--- config.mk ---
export PLATFORM = sky130hd
export DESIGN_NAME = ternary_select_accum
export DESIGN_NICKNAME = d
export VERILOG_FILES = /design/src/rtl/ternary_select_accum_pkg.sv /design/src/rtl/ternary_select_accum_lane.sv /design/src/rtl/ternary_select_accum.sv
export SDC_FILE = /design/constraint.sdc
export NUM_CORES = 1
export LEC_CHECK = 0
export CAP_MARGIN = 20
export CORE_MARGIN = 2
export CORE_UTILIZATION = 60
export DETAILED_ROUTE_END_ITERATION = 10
export PLACE_DENSITY = 0.92
export SLEW_MARGIN = 5
export SYNTH_ARGS = -nofsm -noshare
export SYNTH_HDL_FRONTEND = slang
export SYNTH_SLANG_ARGS = --single-unit
--- constraint.sdc ---
create_clock -name clk -period 7.9 [get_ports clk]
set_input_delay 1.58 -clock clk [delete_from_list [all_inputs] [get_ports clk]]
set_output_delay 1.58 -clock clk [all_outputs]
set_load 0.05 [all_outputs]
--- src/rtl/ternary_select_accum_pkg.sv ---
// Shared constants for the ternary select/accumulate datapath: kernel codes,
// default geometry and a constant-foldable ceil(log2) helper.
package ternary_select_accum_pkg;

    // Ternary kernel encodings; 2'b10 is reserved and treated as zero.
    localparam logic [1:0] KERNEL_POS  = 2'b01;
    localparam logic [1:0] KERNEL_NEG  = 2'b11;
    localparam logic [1:0] KERNEL_ZERO = 2'b00;

    localparam int unsigned DEFAULT_FEATURE_IN_WIDTH = 8;
    localparam int unsigned DEFAULT_LANES            = 4;
    localparam int unsigned DEFAULT_ACC_WIDTH        = 16;

    // Ceiling log2; clog2(1) = 0.
    function automatic int unsigned clog2(input int unsigned value);
        int unsigned result;
        int unsigned rem;
        result = 0;
        rem    = (value > 0) ? value - 1 : 0;
        while (rem > 0) begin
            result = result + 1;
            rem    = rem >> 1;
        end
        return result;
    endfunction

endpackage

--- src/rtl/ternary_select_accum_lane.sv ---
// One ternary select lane: passes, negates or zeroes a signed feature.
// The term is one bit wider so that negating the most negative feature is exact.
module ternary_select_lane
    import ternary_select_accum_pkg::*;
#(
    parameter int unsigned FEATURE_IN_WIDTH = DEFAULT_FEATURE_IN_WIDTH
) (
    input  logic signed [FEATURE_IN_WIDTH-1:0] feature,
    input  logic        [1:0]                  kernel,
    output logic signed [FEATURE_IN_WIDTH:0]   term
);

    logic signed [FEATURE_IN_WIDTH:0] feature_ext;

    assign feature_ext = {feature[FEATURE_IN_WIDTH-1], feature};

    // Decode the kernel code into +feature, -feature or zero.
    always_comb begin
        term = '0;
        case (kernel)
            KERNEL_POS:  term = feature_ext;
            KERNEL_NEG:  term = -feature_ext;
            KERNEL_ZERO: term = '0;
            default:     term = '0;
        endcase
    end

endmodule

--- src/rtl/ternary_select_accum.sv ---
// Multi-lane ternary select and windowed accumulator.
// S1 registers the per-lane select terms; S2 sums the lanes into the
// accumulator and, on the window's last beat, loads the output register.
// All stages advance together whenever the output slot is free or drained.
module ternary_select_accum
    import ternary_select_accum_pkg::*;
#(
    parameter int unsigned FEATURE_IN_WIDTH = DEFAULT_FEATURE_IN_WIDTH,
    parameter int unsigned LANES            = DEFAULT_LANES,
    parameter int unsigned ACC_WIDTH        = DEFAULT_ACC_WIDTH,
    parameter bit          SATURATE         = 1'b1
) (
    input  logic                                clk,
    input  logic                                rst_n,
    input  logic                                clear,
    input  logic                                in_valid,
    output logic                                in_ready,
    input  logic                                in_last,
    input  logic [LANES*FEATURE_IN_WIDTH-1:0]   feature_in,
    input  logic [LANES*2-1:0]                  kernel_in,
    output logic                                out_valid,
    input  logic                                out_ready,
    output logic [ACC_WIDTH-1:0]                out_data,
    output logic                                out_sat
);

    localparam int unsigned TERM_W = FEATURE_IN_WIDTH + 1;
    localparam int unsigned SUM_W  = TERM_W + clog2(LANES);
    // Wide enough for acc + lane_sum even if ACC_WIDTH is narrower than SUM_W.
    localparam int unsigned WIDE_W = ((SUM_W > ACC_WIDTH) ? SUM_W : ACC_WIDTH) + 1;

    logic                              adv;
    logic                              accept;
    logic [LANES-1:0][TERM_W-1:0]      lane_terms;
    logic [LANES-1:0][TERM_W-1:0]      s1_terms;
    logic                              s1_valid;
    logic                              s1_last;
    logic signed [ACC_WIDTH-1:0]       acc;
    logic                              sticky;
    logic signed [WIDE_W-1:0]          lane_sum;
    logic signed [WIDE_W-1:0]          acc_wide;
    logic [WIDE_W-ACC_WIDTH:0]         acc_top;
    logic                              overflow;
    logic signed [ACC_WIDTH-1:0]       acc_next;

    assign adv      = !out_valid || out_ready;
    assign in_ready = adv;
    assign accept   = in_valid && adv;

    for (genvar i = 0; i < LANES; i++) begin : g_lane
        ternary_select_lane #(
            .FEATURE_IN_WIDTH(FEATURE_IN_WIDTH)
        ) u_lane (
            .feature (feature_in[i*FEATURE_IN_WIDTH +: FEATURE_IN_WIDTH]),
            .kernel  (kernel_in[i*2 +: 2]),
            .term    (lane_terms[i])
        );
    end

    // Lane adder tree, guarded accumulate and clamp/wrap of the next value.
    always_comb begin
        lane_sum = '0;
        for (int unsigned i = 0; i < LANES; i++) begin
            lane_sum = lane_sum + WIDE_W'($signed(s1_terms[i]));
        end
        acc_wide = WIDE_W'(acc) + lane_sum;
        acc_top  = acc_wide[WIDE_W-1:ACC_WIDTH-1];
        overflow = !((&acc_top) || (~|acc_top));
        acc_next = acc_wide[ACC_WIDTH-1:0];
        if (SATURATE && overflow) begin
            acc_next = acc_wide[WIDE_W-1] ? {1'b1, {(ACC_WIDTH-1){1'b0}}}
                                          : {1'b0, {(ACC_WIDTH-1){1'b1}}};
        end
    end

    // S1: capture select terms and beat flags for the accepted beat.
    always_ff @(posedge clk or negedge rst_n) begin
        if (!rst_n) begin
            s1_valid <= 1'b0;
            s1_last  <= 1'b0;
            s1_terms <= '0;
        end else if (clear) begin
            s1_valid <= 1'b0;
        end else if (adv) begin
            s1_valid <= accept;
            s1_last  <= in_last;
            s1_terms <= lane_terms;
        end
    end

    // S2: accumulate, close windows into the output register, drain handshake.
    always_ff @(posedge clk or negedge rst_n) begin
        if (!rst_n) begin
            acc       <= '0;
            sticky    <= 1'b0;
            out_valid <= 1'b0;
            out_data  <= '0;
            out_sat   <= 1'b0;
        end else if (clear) begin
            acc       <= '0;
            sticky    <= 1'b0;
            out_valid <= 1'b0;
        end else if (adv) begin
            if (s1_valid && s1_last) begin
                out_data  <= acc_next;
                out_sat   <= sticky || overflow;
                out_valid <= 1'b1;
                acc       <= '0;
                sticky    <= 1'b0;
            end else begin
                out_valid <= 1'b0;
                if (s1_valid) begin
                    acc    <= acc_next;
                    sticky <= sticky || overflow;
                end
            end
        end
    end

endmodule

### Word-level counts from Yosys, hierarchy flattened

Index checks and enable logic that the tools add are counted.

* bits in latches: 0
* bits of input ports: 46
* word-level logic and storage cells: 62
* memories: 0
* RAM bits: 0
* output and inout bits: 19
* register bits: 73
* bits in read-only memories: 0

* shift-type cells: 0
* magnitude comparators: 0
* add/subtract/negate cells: 8
* muxes and demuxes: 19
* equality and inequality tests: 8
* div/mod/pow operators: 0
* reductions and logical operators: 15
* multiply operators: 0
* bitwise logic cells: 1

Operator list (number)
* 2-to-1 mux 16 bit: 6
* one-hot mux 9 bit (2 select lines): 4
* negator 8 -> 9 bit: 4
* adder 16 x 12 -> 17 bit: 1
* adder 11 x 9 -> 12 bit: 1
* adder 10 x 9 -> 11 bit: 1
* adder 9 x 9 -> 10 bit: 1
* 2-to-1 mux 1 bit: 9
* equality test 2 x 1 -> 1 bit, second input constant: 4
* equality test 2 bit, second input constant: 4
* AND reduction 2 bit: 3
* zero test 1 bit: 3
* logical OR 1 bit: 3
* AND reduction 3 bit: 1
* nonzero test 3 bit: 1
* logical AND 1 bit: 2
* nonzero test 2 bit: 1
* OR reduction 2 bit: 1
* NOT 1 bit: 1

### Logic depth before layout (Yosys ltp)

Gate-level depths: netlist (run 1).

* depth after elaboration: 13
* mapped depth: 17
* gate-level depth less buffers: 15

### Cells and area by module

A second synthesis (run 1) with hierarchy kept.

* cell total of the unflattened synthesis: 591
* area, all modules: 5298.8 µm²

Modules (own cells, without submodules)
* ternary_select_accum: area an instance 4423.0 µm², seq. area each 1826.8 µm², instances 1, cells each 447
* ternary_select_lane: area an instance 219.0 µm², seq. area each 0.0 µm², instances 4, cells each 36

### Worst setup path after synthesis (run 1)

OpenSTA, ideal clock, no wires.

* path kind: register to register
* start point: register s1_terms[8] (netlist name)
* end point: register acc[10]
* buffers on the path: 2
* data required time: 7774 ps
* period minus slack after synthesis: 4453 ps
* arrival time: 4327 ps
* path slack: 3447 ps
* setup time: 126 ps
* stages on the path, launching flop included: 14
* path through: dfrtp_1 > fa_1 > fa_1 > fa_1 > ha_1 > buf_6 > a21o_1 > a32o_2 > a2111oi_2 > o211ai_4 > a21oi_4 > buf_6 > nor2_2 > a221o_1

* cells in the longest elaborated chain, start to end: 12
* elaborated cells on any way between the ends: 14
* those cells by class: add/sub (4); mux (6); reduce/logical (4)

Ends and longest elaborated chain
* start: declaration: RTL line ternary_select_accum.sv:35 `logic [LANES-1:0][TERM_W-1:0] s1_terms;`
* start signal: assignment: RTL line ternary_select_accum.sv:87 `s1_terms <= lane_terms;`
* adder 9 x 9 -> 10 bit *: RTL line ternary_select_accum.sv:64 `lane_sum = lane_sum + WIDE_W'($signed(s1_terms[i]));`
* adder 10 x 9 -> 11 bit *: RTL line ternary_select_accum.sv:64
* adder 11 x 9 -> 12 bit *: RTL line ternary_select_accum.sv:64
* adder 16 x 12 -> 17 bit *: RTL line ternary_select_accum.sv:66 `acc_wide = WIDE_W'(acc) + lane_sum;`
* OR reduction 2 bit: RTL line ternary_select_accum.sv:68 `overflow = !((&acc_top) || (~|acc_top));`
* zero test 1 bit: RTL line ternary_select_accum.sv:68
* logical OR 1 bit: RTL line ternary_select_accum.sv:68
* 2-to-1 mux 16 bit *: RTL line ternary_select_accum.sv:70 `if (SATURATE && overflow) begin`
* 2-to-1 mux 16 bit *: RTL line ternary_select_accum.sv:112 `if (s1_valid) begin`
* 2-to-1 mux 16 bit *: RTL line ternary_select_accum.sv:104 `if (s1_valid && s1_last) begin`
* 2-to-1 mux 16 bit *: RTL line ternary_select_accum.sv:103 `end else if (adv) begin`
* 2-to-1 mux 16 bit *: RTL line ternary_select_accum.sv:99 `end else if (clear) begin`
* end signal: assignment: RTL line ternary_select_accum.sv:113 `acc <= acc_next;`
* end: declaration: RTL line ternary_select_accum.sv:38 `logic signed [ACC_WIDTH-1:0] acc;`

Every way passes the cells marked *; elsewhere a longest branch is shown, timed or not. The select of a mux whose other input is x is not followed.
A chain may end at the register's enable or synchronous reset.

### Final worst setup path (run 1)

* start point: register s1_terms[8] (netlist name)
* end point: register acc[6]

The elaborated chain is that of the path after synthesis.

==> out/results.ini, run 1 <==
[power]
p_per_area_nw_per_um2 = 417.0
pwr-share-seq = 0.211
leakagePower_nw = 2.858
clockPowerShare = 0.103
p_int_mw = 1.261
swShare = 0.5036
finalPower_mw = 2.540
p_switching_mw = 1.279
peakVddDrop_v = 0.0001634
pwr-share-comb = 0.686

[sta]
rsz0062_at_grt = no
post-route-min-period_ns = 4.972
fin_crit_sh = 0.6294
skew_ns = 0.01209
max_freq_ghz = 0.2011
hold_viol = 0
setup_violations = 0
fin_worst_hold_slack_ns = 0.5061
max-slew-margin-rel = 0.4051
worst_slew_pin_slew_ns = 0.8924
drv_slew = 0
finalSetupTns_ns = 0

[route]
wl_met1_um = 4829
wl_met3_um = 685
route.detailed.drc = 0
wl_um = 11960
drt_iter0_markers = 190
ant_nets = 0
wl_met2_um = 6258
vias = 4225
viasPerCell = 5.901
wl_per_cell_um = 16.71
highest_layer = met4
drtPass1Iterations = 4

[yosys]
netlist_area_sq_um = 5220
yosys_warnings = 0
synth-seq-area-share = 0.3500
synth_cell_types = 67
synth_fp_nets = 647
async_reset_ff_frac = 1.000
syn_area_per_cell_sq_um = 9.560
synth_seq_cells = 73
synth-edff-count = 0
synth_cells = 546
ys.flop_type = dfrtp_1

[cts]
numCtsBuffers = 9
ctsHoldBuffers = 0
cts_tree = built
cts_root_buf = clkbuf_8
cts.repair.resized = 0
cts.reportedPaths.clkPinSlew_ns = 0.08
worstSkewPairLatency_ns = 0.35
cts_buffer_depth = 2
cts_setup_buffers = 0
htreeDepth = 3
clock-sinks = 73

[place]
hpwl_um = 9340
gp_congestion = 1.064
io_buffers = 64

[critical_path]
reg2regPathDepth = 11
crit_type = reg -> reg
crit_chain = fa_1 -> fa_1 -> fa_1 -> ha_1 -> a211oi_1 -> nor3_1 -> a2111oi_2 -> o211ai_4 -> a21oi_4 -> nor2_1 -> a221o_1
r2r-start = s1_terms[8]
crit_path_max_incr_delay_ns = 0.87
cp_common_cell = fa_1
critPathMaxFanout = 16
critPathCaptureType = flip-flop
required_ns = 8.13
slowest_stage = fa_1
critical_path.startpoint_type = flip-flop
crit_start = s1_terms[8]
r2r_slack_ns = 2.93
arrival_ns = 5.21
worstReg2RegEnd = acc[6]

[finish]
antenna_cells = 0
final_nets = 705
drive_gt1_frac = 0.07895
area_growth_pct = 16.66

[global_routing]
grt_max_degree = 74
grt_pass1_wl_um = 20320
overflow = 0
grt.total_usage = 0.2655
antenna_found_initial = 0
grt_pass1_vias = 4348

[hold_path]
hold_start = out_data[14]
holdPathStages = 2
hold_class = reg -> reg
hold_end = out_data[14]

[job]
maxCapViolations = 0

[die]
core_sq_um = 8593
die-area_sq_um = 9462
rows = 34
die_y_um = 97.28
io_pins = 65
die_w_um = 97.28
initial_core_util = 0.6075

[outcome]
outcome = complete, no violations

power groups by stage:
stage | Clock, mW | Sequential [mW] | Combinational (mW)
after global placement | 0 | 0.538 | 1.65
after global routing | 0.281 | 0.551 | 1.90
after detailed placement | 0 | 0.543 | 1.72
final | 0.262 | 0.537 | 1.74
after CTS | 0.264 | 0.537 | 1.73
after floorplan | 0 | 0.676 | 1.21
metal layers:
| metal | GRT usage | vias up |
|---|---|---|
| li1 | - | 1969 |
| met3 | 0.04317 | 21 |
| met2 | 0.4888 | 155 |
| met5 | 0 | - |
| met1 | 0.3234 | 2080 |
| met4 | 0.07265 | 0 |
cell families (layout without fill, tap and decap cells):
logic type	count (synthesis)	after routing	share of synthesized area
multiplexers	7	7	0.01486
XOR/XNOR	34	34	0.05705
buffers and inverters	107	169	0.08126
AND/OR/NAND/NOR	138	138	0.1373
flip-flops	73	73	0.3500
AO/OA/AOI/OAI	132	132	0.1788
adder cells (fa/ha/maj)	55	55	0.1807
per-stage QoR:
stage            util  instances  area [sq um]  worst slack, ns
3_5_place_dp   0.6891        701          5922            2.927
6_report       0.7086        716          6090            2.928
5_1_grt        0.7086        716          6090            2.696
3_3_place_gp   0.6891        701          5922            3.092
2_1_floorplan       -        546          5220            3.447
4_1_cts        0.7086        716          6090            2.947
worst max path at each step:
stage	endpoint	slack, ns	cells after the start
2_1_floorplan	acc[10]	3.45	13
3_3_place_gp	acc[5]	3.09	11
3_5_place_dp	acc[5]	2.93	11
4_1_cts	acc[6]	2.95	11
5_1_grt	acc[6]	2.70	11
6_report	acc[6]	2.93	11
area by class of cell:
| cell class | instances | area [sq um] |
|---|---|---|
| flip-flops and latches | 73 | 1827 |
| clock inverters | 6 | 43.79 |
| multi-input cells | 366 | 2972 |
| repair buffers | 68 | 665.6 |
| well taps | 108 | 135.1 |
| fillers | 611 | 2504 |
| clock buffers | 9 | 123.9 |
| inverters | 86 | 322.8 |
worst max-delay path: cells and delay by family (launching register included):
family / cells / cell delay (ns)
simple gates: 2 / 0.26
flops: 1 / 0.40
fa+ha+maj: 4 / 2.33
compound gates: 5 / 1.85
flip-flops by register name, summed over array words and instances (netlist names):
name,flops
acc,16
out_data,16
out_sat,1
out_valid,1
s1_last,1
s1_terms,36
s1_valid,1
sticky,1
cells in the mapped netlist, drive strengths merged (2+ instances only):
| library cell | number | area share |
|---|---|---|
| o22ai | 19 | 0.023 |
| nand4 | 2 | 0.0024 |
| a21oi | 20 | 0.022 |
| o31ai | 8 | 0.012 |
| inv | 86 | 0.062 |
| a211o | 2 | 0.0034 |
| fa | 34 | 0.13 |
| nor2b | 4 | 0.0048 |
| nand2b | 9 | 0.012 |
| a221o | 9 | 0.017 |
| nand2 | 56 | 0.041 |
| a21o | 6 | 0.0086 |
| mux2 | 6 | 0.013 |
| or3 | 8 | 0.011 |
| o211ai | 4 | 0.0093 |
| buf | 11 | 0.012 |
| nor4 | 2 | 0.0036 |
| a22o | 4 | 0.0067 |
| nor3 | 5 | 0.0048 |
| or4 | 3 | 0.0050 |
| xor2 | 24 | 0.040 |
| a31oi | 4 | 0.0048 |
| nand3 | 12 | 0.014 |
| dfrtp | 73 | 0.35 |
| nor2 | 25 | 0.021 |
| a211oi | 4 | 0.0058 |
| xnor2 | 10 | 0.017 |
| o22a | 9 | 0.015 |
| clkbuf | 10 | 0.0072 |
| o21ai | 34 | 0.035 |
| and3 | 4 | 0.0048 |
| and4 | 2 | 0.0038 |
| ha | 21 | 0.050 |
layout by cell type, fill, tap and decap left out, types with 2 or more instances in the layout:
cell / n
a211o_1: 2
a211oi_1: 4
a21o_1: 6
a21oi_1: 18
a221o_1: 9
a22o_1: 4
a31oi_1: 4
and3_1: 4
buf_4: 4
clkbuf_8: 9
clkdlybuf4s50_1: 63
clkinv_2: 2
clkinv_4: 2
dfrtp_1: 73
fa_1: 34
ha_1: 21
inv_1: 86
mux2_2: 6
nand2_1: 55
nand2b_1: 8
nand3_1: 11
nand4_1: 2
nor2_1: 20
nor2_2: 4
nor2b_1: 3
nor3_1: 5
o211ai_1: 2
o21ai_0: 32
o22a_1: 9
o22ai_1: 19
o31ai_1: 8
or3_1: 7
or4_1: 2
xnor2_1: 10
xor2_1: 24
Power figures use the tool's default switching activity.
==> run 2, diff against run 1 <==
CORE_UTILIZATION = 57   (was 60)
PLACE_DENSITY = 0.89   (was 0.92)
clock period = 4.8 ns   (was 7.9 ns; I/O delays follow)
==> out/results.ini, run 2 (synthesized netlist as in run 1, its figures left out) <==
[die]
io_pins = 65  ; unchanged
core_sq_um = 8806  ; was 8593 sq um
die_y_um = 99.70  ; was 97.28 um
die-area_sq_um = 9939  ; was 9462 sq um
initial_core_util = 0.5928  ; was 0.6075
rows = 34  ; unchanged
die_w_um = 99.70  ; was 97.28 um

[cts]
cts.reportedPaths.clkPinSlew_ns = 0.09  ; was 0.08 ns
ctsHoldBuffers = 0  ; unchanged
clock-sinks = 73  ; unchanged
worstSkewPairLatency_ns = 0.36  ; was 0.35 ns
cts_root_buf = clkbuf_8  ; unchanged
htreeDepth = 3  ; unchanged
cts_buffer_depth = 2  ; unchanged
cts_tree = built  ; unchanged
numCtsBuffers = 9  ; unchanged

[power]
p_per_area_nw_per_um2 = 716.2  ; was 417.0 nW/um^2
finalPower_mw = 4.446  ; was 2.540 mW
leakagePower_nw = 2.918  ; was 2.858 nW
peakVddDrop_v = 0.0003045  ; was 0.0001634 V

[critical_path]
arrival_ns = 4.87  ; was 5.21 ns
critical_path.startpoint_type = flip-flop  ; unchanged
critPathCaptureType = flip-flop  ; unchanged
worstReg2RegEnd = acc[12]  ; was acc[6]
required_ns = 5.09  ; was 8.13 ns
crit_type = reg -> reg  ; unchanged
r2r_slack_ns = 0.22  ; was 2.93 ns
critPathMaxFanout = 15  ; was 16
reg2regPathDepth = 13  ; was 11
r2r-start = s1_terms[8]  ; unchanged

[sta]
rsz0062_at_grt = no  ; unchanged
finalSetupTns_ns = 0  ; unchanged
fin_crit_sh = 0.9536  ; was 0.6294
max-slew-margin-rel = 0.3489  ; was 0.4051
drv_slew = 0  ; unchanged
skew_ns = 0.01072  ; was 0.01209 ns
setup_violations = 0  ; unchanged
max_freq_ghz = 0.2185  ; was 0.2011 GHz
post-route-min-period_ns = 4.577  ; was 4.972 ns
hold_viol = 0  ; unchanged
worst_slew_pin_slew_ns = 0.9766  ; was 0.8924 ns

[finish]
area_growth_pct = 18.91  ; was 16.66%
stdcell_count = 726  ; was 716
final_nets = 714  ; was 705
final_util = 0.7049  ; was 0.7086
final_common_cell = inv_1  ; unchanged
top_register = s1_terms  ; unchanged
largestRegisters = s1_terms (36), acc (16), out_data (16)  ; unchanged
fill_cells = 616  ; was 611
antenna_cells = 0  ; unchanged
drive_gt1_frac = 0.09385  ; was 0.07895
largest_reg_flops = 36  ; unchanged
final_cell_mix = 86 x inv_1, 73 x dfrtp_1, 63 x clkdlybuf4s50_1  ; unchanged

[route]
drtPass1Iterations = 7  ; was 4
drt_iter0_markers = 267  ; was 190
vias = 4243  ; was 4,225
wl_per_cell_um = 17.00  ; was 16.71 um
route.detailed.drc = 0  ; unchanged
ant_nets = 0  ; unchanged
viasPerCell = 5.844  ; was 5.901
wl_um = 12340  ; was 11,960 um

[place]
hpwl_um = 9713  ; was 9340 um
dp_cells = 708  ; was 701
io_buffers = 64  ; unchanged
gp_congestion = 0.8969  ; was 1.064

[global_routing]
overflow = 0  ; unchanged
grt_pass1_wl_um = 20660  ; was 20,320 um
grt_pass1_vias = 4350  ; was 4,348
grt_max_degree = 45  ; was 74
grt.total_usage = 0.2647  ; was 0.2655
antenna_found_initial = 0  ; unchanged

[hold_path]
hold_start = out_data[9]  ; was out_data[14]
hold_class = reg -> reg  ; unchanged
holdPathStages = 1  ; was 2
hold_end = out_data[9]  ; was out_data[14]

[job]
maxCapViolations = 0  ; unchanged

[outcome]
outcome = complete, no violations  ; unchanged

run 2: cell types whose count changed in the layout (fill, tap and decap cells not counted):
cell / previous run / this run
inv_6: 1 / 0
buf_4: 4 / 12
bufinv_16: 0 / 1
clkinv_2: 2 / 1
buf_12: 0 / 1
clkinvlp_4: 1 / 2
clkbuf_8: 9 / 10
run 2: per-layer routing:
metal / vias up / share of wire / global-route usage
met3: 26 / 0.063 / 0.04076
li1: 1987 / - / -
met5: - / 0 / 0
met4: 0 / 0.024 / 0.09273
met1: 2035 / 0.41 / 0.3394
met2: 195 / 0.50 / 0.4584
run 2: per-stage QoR:
stage / setup WS, ns / hold WS [ns] / area [sq um]
2_1_floorplan: 0.3466 / 0.4453 / 5220
3_3_place_gp: 0.3155 / 0.4620 / 5974
3_5_place_dp: 0.1291 / 0.4802 / 5974
4_1_cts: 0.1068 / 0.5153 / 6180
5_1_grt: 0.07117 / 0.5267 / 6207
6_report: 0.2227 / 0.5085 / 6207
run 2: where the power goes:
part	internal (mW)	switching, mW	leakage [nW]
Sequential	0.775	0.110	0.931
Clock	0.255	0.248	0.0985
Combinational	1.24	1.81	1.89
Total	2.27	2.17	2.92
run 2: timing repair:
item | in CTS | in global routing
resized for setup | 0 | 0
setup endpoints to repair | 0 | 6
hold endpoints to repair | 0 | 0
buffers inserted | 0 | 2
run 2: layout make-up:
cell class	instances	area (sq um)	area share
Clock buffer	10	137.6	0.02217
Clock inverter	6	67.56	0.01088
Timing Repair Buffer	77	745.7	0.1201
Inverter	86	322.8	0.05201
Multi-Input combinational cell	366	2972	0.4787
Sequential cell	73	1827	0.2943
Tap cell	108	135.1	0.02177
run 2: worst max-delay path by stage:
stage / start / end / slack [ns] / cells past startpoint
finish: s1_terms[8] / acc[12] / 0.22 / 13
global route: s1_terms[10] / out_data[13] / 0.07 / 15
CTS: s1_terms[8] / acc[4] / 0.11 / 12
detailed placement: s1_terms[8] / acc[4] / 0.13 / 12
global placement: s1_terms[2] / acc[5] / 0.32 / 15
floorplan: s1_terms[8] / acc[10] / 0.35 / 13
run 2: critical path, stage by stage, from the launching register on:
cell      delay, ns
dfrtp_1        0.41
fa_1           0.52
fa_1           0.51
buf_4          0.19
fa_1           0.44
ha_1           0.41
and4_4         0.25
a32o_2         0.24
or4_4          0.50
o211ai_4       0.27
a21oi_4        0.06
buf_12         0.16
or3_4          0.36
o211ai_2       0.16
==> run 3, diff against run 2 <==
CORE_ASPECT_RATIO = 1.25   (was unset)
HOLD_SLACK_MARGIN = 0.06   (was unset)
PLACE_DENSITY = unset   (was 0.89)
PLACE_DENSITY_LB_ADDON = 0.05   (was unset)
==> out/results.ini, run 3 (synthesized netlist as in run 1, its figures left out) <==
[sta]
fin_crit_sh = 0.9479  ; was 0.9536
max_freq_ghz = 0.2198  ; was 0.2185 GHz
rsz0062_at_grt = no  ; unchanged
setup_violations = 0  ; unchanged
drv_slew = 0  ; unchanged
worst_slew_pin_slew_ns = 0.9191  ; was 0.9766 ns
hold_viol = 0  ; unchanged
finalSetupTns_ns = 0  ; unchanged
max-slew-margin-rel = 0.3873  ; was 0.3489
skew_ns = 0.005547  ; was 0.01072 ns
post-route-min-period_ns = 4.550  ; was 4.577 ns

[job]
maxCapViolations = 0  ; unchanged

[global_routing]
grt_pass1_vias = 4345  ; was 4,350
grt_pass1_wl_um = 20000  ; was 20,660 um
use_met1 = 0.3096  ; was 0.3394
grt.total_usage = 0.2619  ; was 0.2647
grt_max_degree = 39  ; was 45
overflow = 0  ; unchanged
grt_use_met2 = 0.4525  ; was 0.4584
antenna_found_initial = 0  ; unchanged
grt_busiest_layer = met2  ; unchanged
use_met3 = 0.04914  ; was 0.04076

[route]
drtPass1Iterations = 4  ; was 7
route.detailed.drc = 0  ; unchanged
viasPerCell = 5.569  ; was 5.844
drt_iter0_markers = 141  ; was 267
wl_um = 12070  ; was 12,340 um
ant_nets = 0  ; unchanged
vias = 4093  ; was 4,243
wl_per_cell_um = 16.42  ; was 17.00 um

[critical_path]
worstReg2RegEnd = acc[5]  ; was acc[12]
crit_type = reg -> reg  ; unchanged
required_ns = 5.02  ; was 5.09 ns
crit_end = acc[5]  ; was acc[12]
critical_path.startpoint_type = flip-flop  ; unchanged
r2r-start = s1_terms[8]  ; unchanged
r2r_slack_ns = 0.25  ; was 0.22 ns
crit_start = s1_terms[8]  ; unchanged
critPathCaptureType = flip-flop  ; unchanged
critPathMaxFanout = 16  ; was 15
slowest_stage = fa_1  ; unchanged
crit_path_max_incr_delay_ns = 0.52  ; about the same
crit_chain = fa_1 -> fa_1 -> buf_4 -> fa_1 -> ha_1 -> a211oi_1 -> nor3_1 -> a2111oi_2 -> o211ai_4 -> a21oi_4 -> buf_12 -> nor3_1 -> a221o_1  ; was fa_1 -> fa_1 -> buf_4 -> fa_1 -> ha_1 -> and4_4 -> a32o_2 -> or4_4 -> o211ai_4 -> a21oi_4 -> buf_12 -> or3_4 -> o211ai_2
reg2regPathDepth = 13  ; unchanged
arrival_ns = 4.77  ; was 4.87 ns
cp_common_cell = fa_1  ; unchanged

[finish]
area_growth_pct = 20.45  ; was 18.91%
fill_cells = 727  ; was 616
final_cell_mix = 86 x inv_1, 73 x dfrtp_1, 63 x clkdlybuf4s50_1  ; unchanged
top_register = s1_terms  ; unchanged
multi_input_area_sq_um = 2975  ; was 2972 sq um
final_nets = 708  ; was 714
drive_gt1_frac = 0.08497  ; was 0.09385
final_cell_area_sq_um = 6287  ; was 6207 sq um
ff_latch_area_sq_um = 1827  ; unchanged
largestRegisters = s1_terms (36), acc (16), out_data (16)  ; unchanged
antenna_cells = 0  ; unchanged
final_common_cell = inv_1  ; unchanged
largest_reg_flops = 36  ; unchanged

[cts]
ctsHoldBuffers = 0  ; unchanged
clock-sinks = 73  ; unchanged
cts_tree = built  ; unchanged
cts.repair.resized = 0  ; unchanged
numCtsBuffers = 9  ; unchanged
cts.reportedPaths.clkPinSlew_ns = 0.06  ; was 0.09 ns
cts_root_buf = clkbuf_16  ; was clkbuf_8
cts_buffer_depth = 2  ; unchanged
cts_setup_buffers = 0  ; unchanged
htreeDepth = 3  ; unchanged
worstSkewPairLatency_ns = 0.34  ; was 0.36 ns

[die]
initial_core_util = 0.5782  ; was 0.5928
core_sq_um = 9027  ; was 8806 sq um
die-area_sq_um = 9944  ; was 9939 sq um
die_w_um = 89.60  ; was 99.70 um
die_y_um = 111.0  ; was 99.70 um
rows = 39  ; was 34
io_pins = 65  ; unchanged

[hold_path]
hold_class = reg -> reg  ; unchanged
holdPathStages = 2  ; was 1

[place]
hpwl_um = 9363  ; was 9713 um
placed_cell_area_sq_um = 5979  ; was 5974 sq um
io_buffers = 64  ; unchanged
gp_congestion = 0.8643  ; was 0.8969

[power]
p_per_area_nw_per_um2 = 712.0  ; was 716.2 nW/um^2
finalPower_mw = 4.476  ; was 4.446 mW
leakagePower_nw = 2.940  ; was 2.918 nW
peakVddDrop_v = 0.0003660  ; was 0.0003045 V

[outcome]
outcome = complete, no violations  ; unchanged

==> run 3: cell types whose count changed in the layout (fill, tap and decap cells not counted) <==
cell / change
a21oi_1: -1
a21oi_2: +1
buf_4: -6
clkbuf_1: +1
clkbuf_16: +9
clkbuf_8: -8
clkinv_4: -1
clkinvlp_4: -1
==> run 3: power by group <==
| part | switching (mW) | leakage [nW] | internal (mW) |
|---|---|---|---|
| Combinational | 1.73 | 1.86 | 1.17 |
| Sequential | 0.105 | 0.931 | 0.776 |
| Clock | 0.262 | 0.149 | 0.431 |
==> run 3: worst min-delay path by stage <==
stage | from | endpoint | slack (ns)
2_1_floorplan | s1_terms[27] | s1_terms[27] | 0.45
3_3_place_gp | s1_terms[27] | s1_terms[27] | 0.47
3_5_place_dp | s1_terms[27] | s1_terms[27] | 0.48
4_1_cts | s1_terms[27] | s1_terms[27] | 0.50
5_1_grt | out_data[3] | out_data[3] | 0.53
6_report | s1_terms[27] | s1_terms[27] | 0.49
==> run 3: final cells by class <==
| cell class | instances | area share |
|---|---|---|
| Clock buffer | 12 | 0.04080 |
| Clock inverter | 4 | 0.008159 |
| Inverter | 86 | 0.05134 |
| Multi-Input combinational cell | 366 | 0.4732 |
| Sequential cell | 73 | 0.2905 |
| Tap cell | 123 | 0.02448 |
| Timing Repair Buffer | 71 | 0.1114 |
==> run 3: metal layers <==
| layer | part of all wire | routed length [um] | up-vias |
|---|---|---|---|
| li1 | - | - | 1974 |
| met1 | 0.39 | 4762 | 1983 |
| met2 | 0.54 | 6471 | 104 |
| met3 | 0.038 | 464 | 32 |
| met4 | 0.031 | 371 | 0 |
| met5 | 0 | 0 | - |
==> run 3: worst max-delay path, delay by kind of cell (launching register included) <==
family | cells | cell delay, ns
AND/OR/NAND/NOR | 2 | 0.20
buffers and inverters | 2 | 0.36
AO/OA/AOI/OAI | 5 | 1.54
adder cells (fa/ha/maj) | 4 | 1.91
flip-flops | 1 | 0.40
==> run 3: through the flow <==
step / setup slack (ns) / hold WS, ns / utilization / cells
6_report: 0.2499 / 0.4942 / 0.6965 / 735
5_1_grt: 0.06503 / 0.5269 / 0.6965 / 735
4_1_cts: 0.2499 / 0.4964 / 0.6965 / 735
3_5_place_dp: 0.2723 / 0.4801 / 0.6624 / 719
3_3_place_gp: 0.3453 / 0.4668 / 0.6624 / 719
2_1_floorplan: 0.3466 / 0.4453 / - / 546
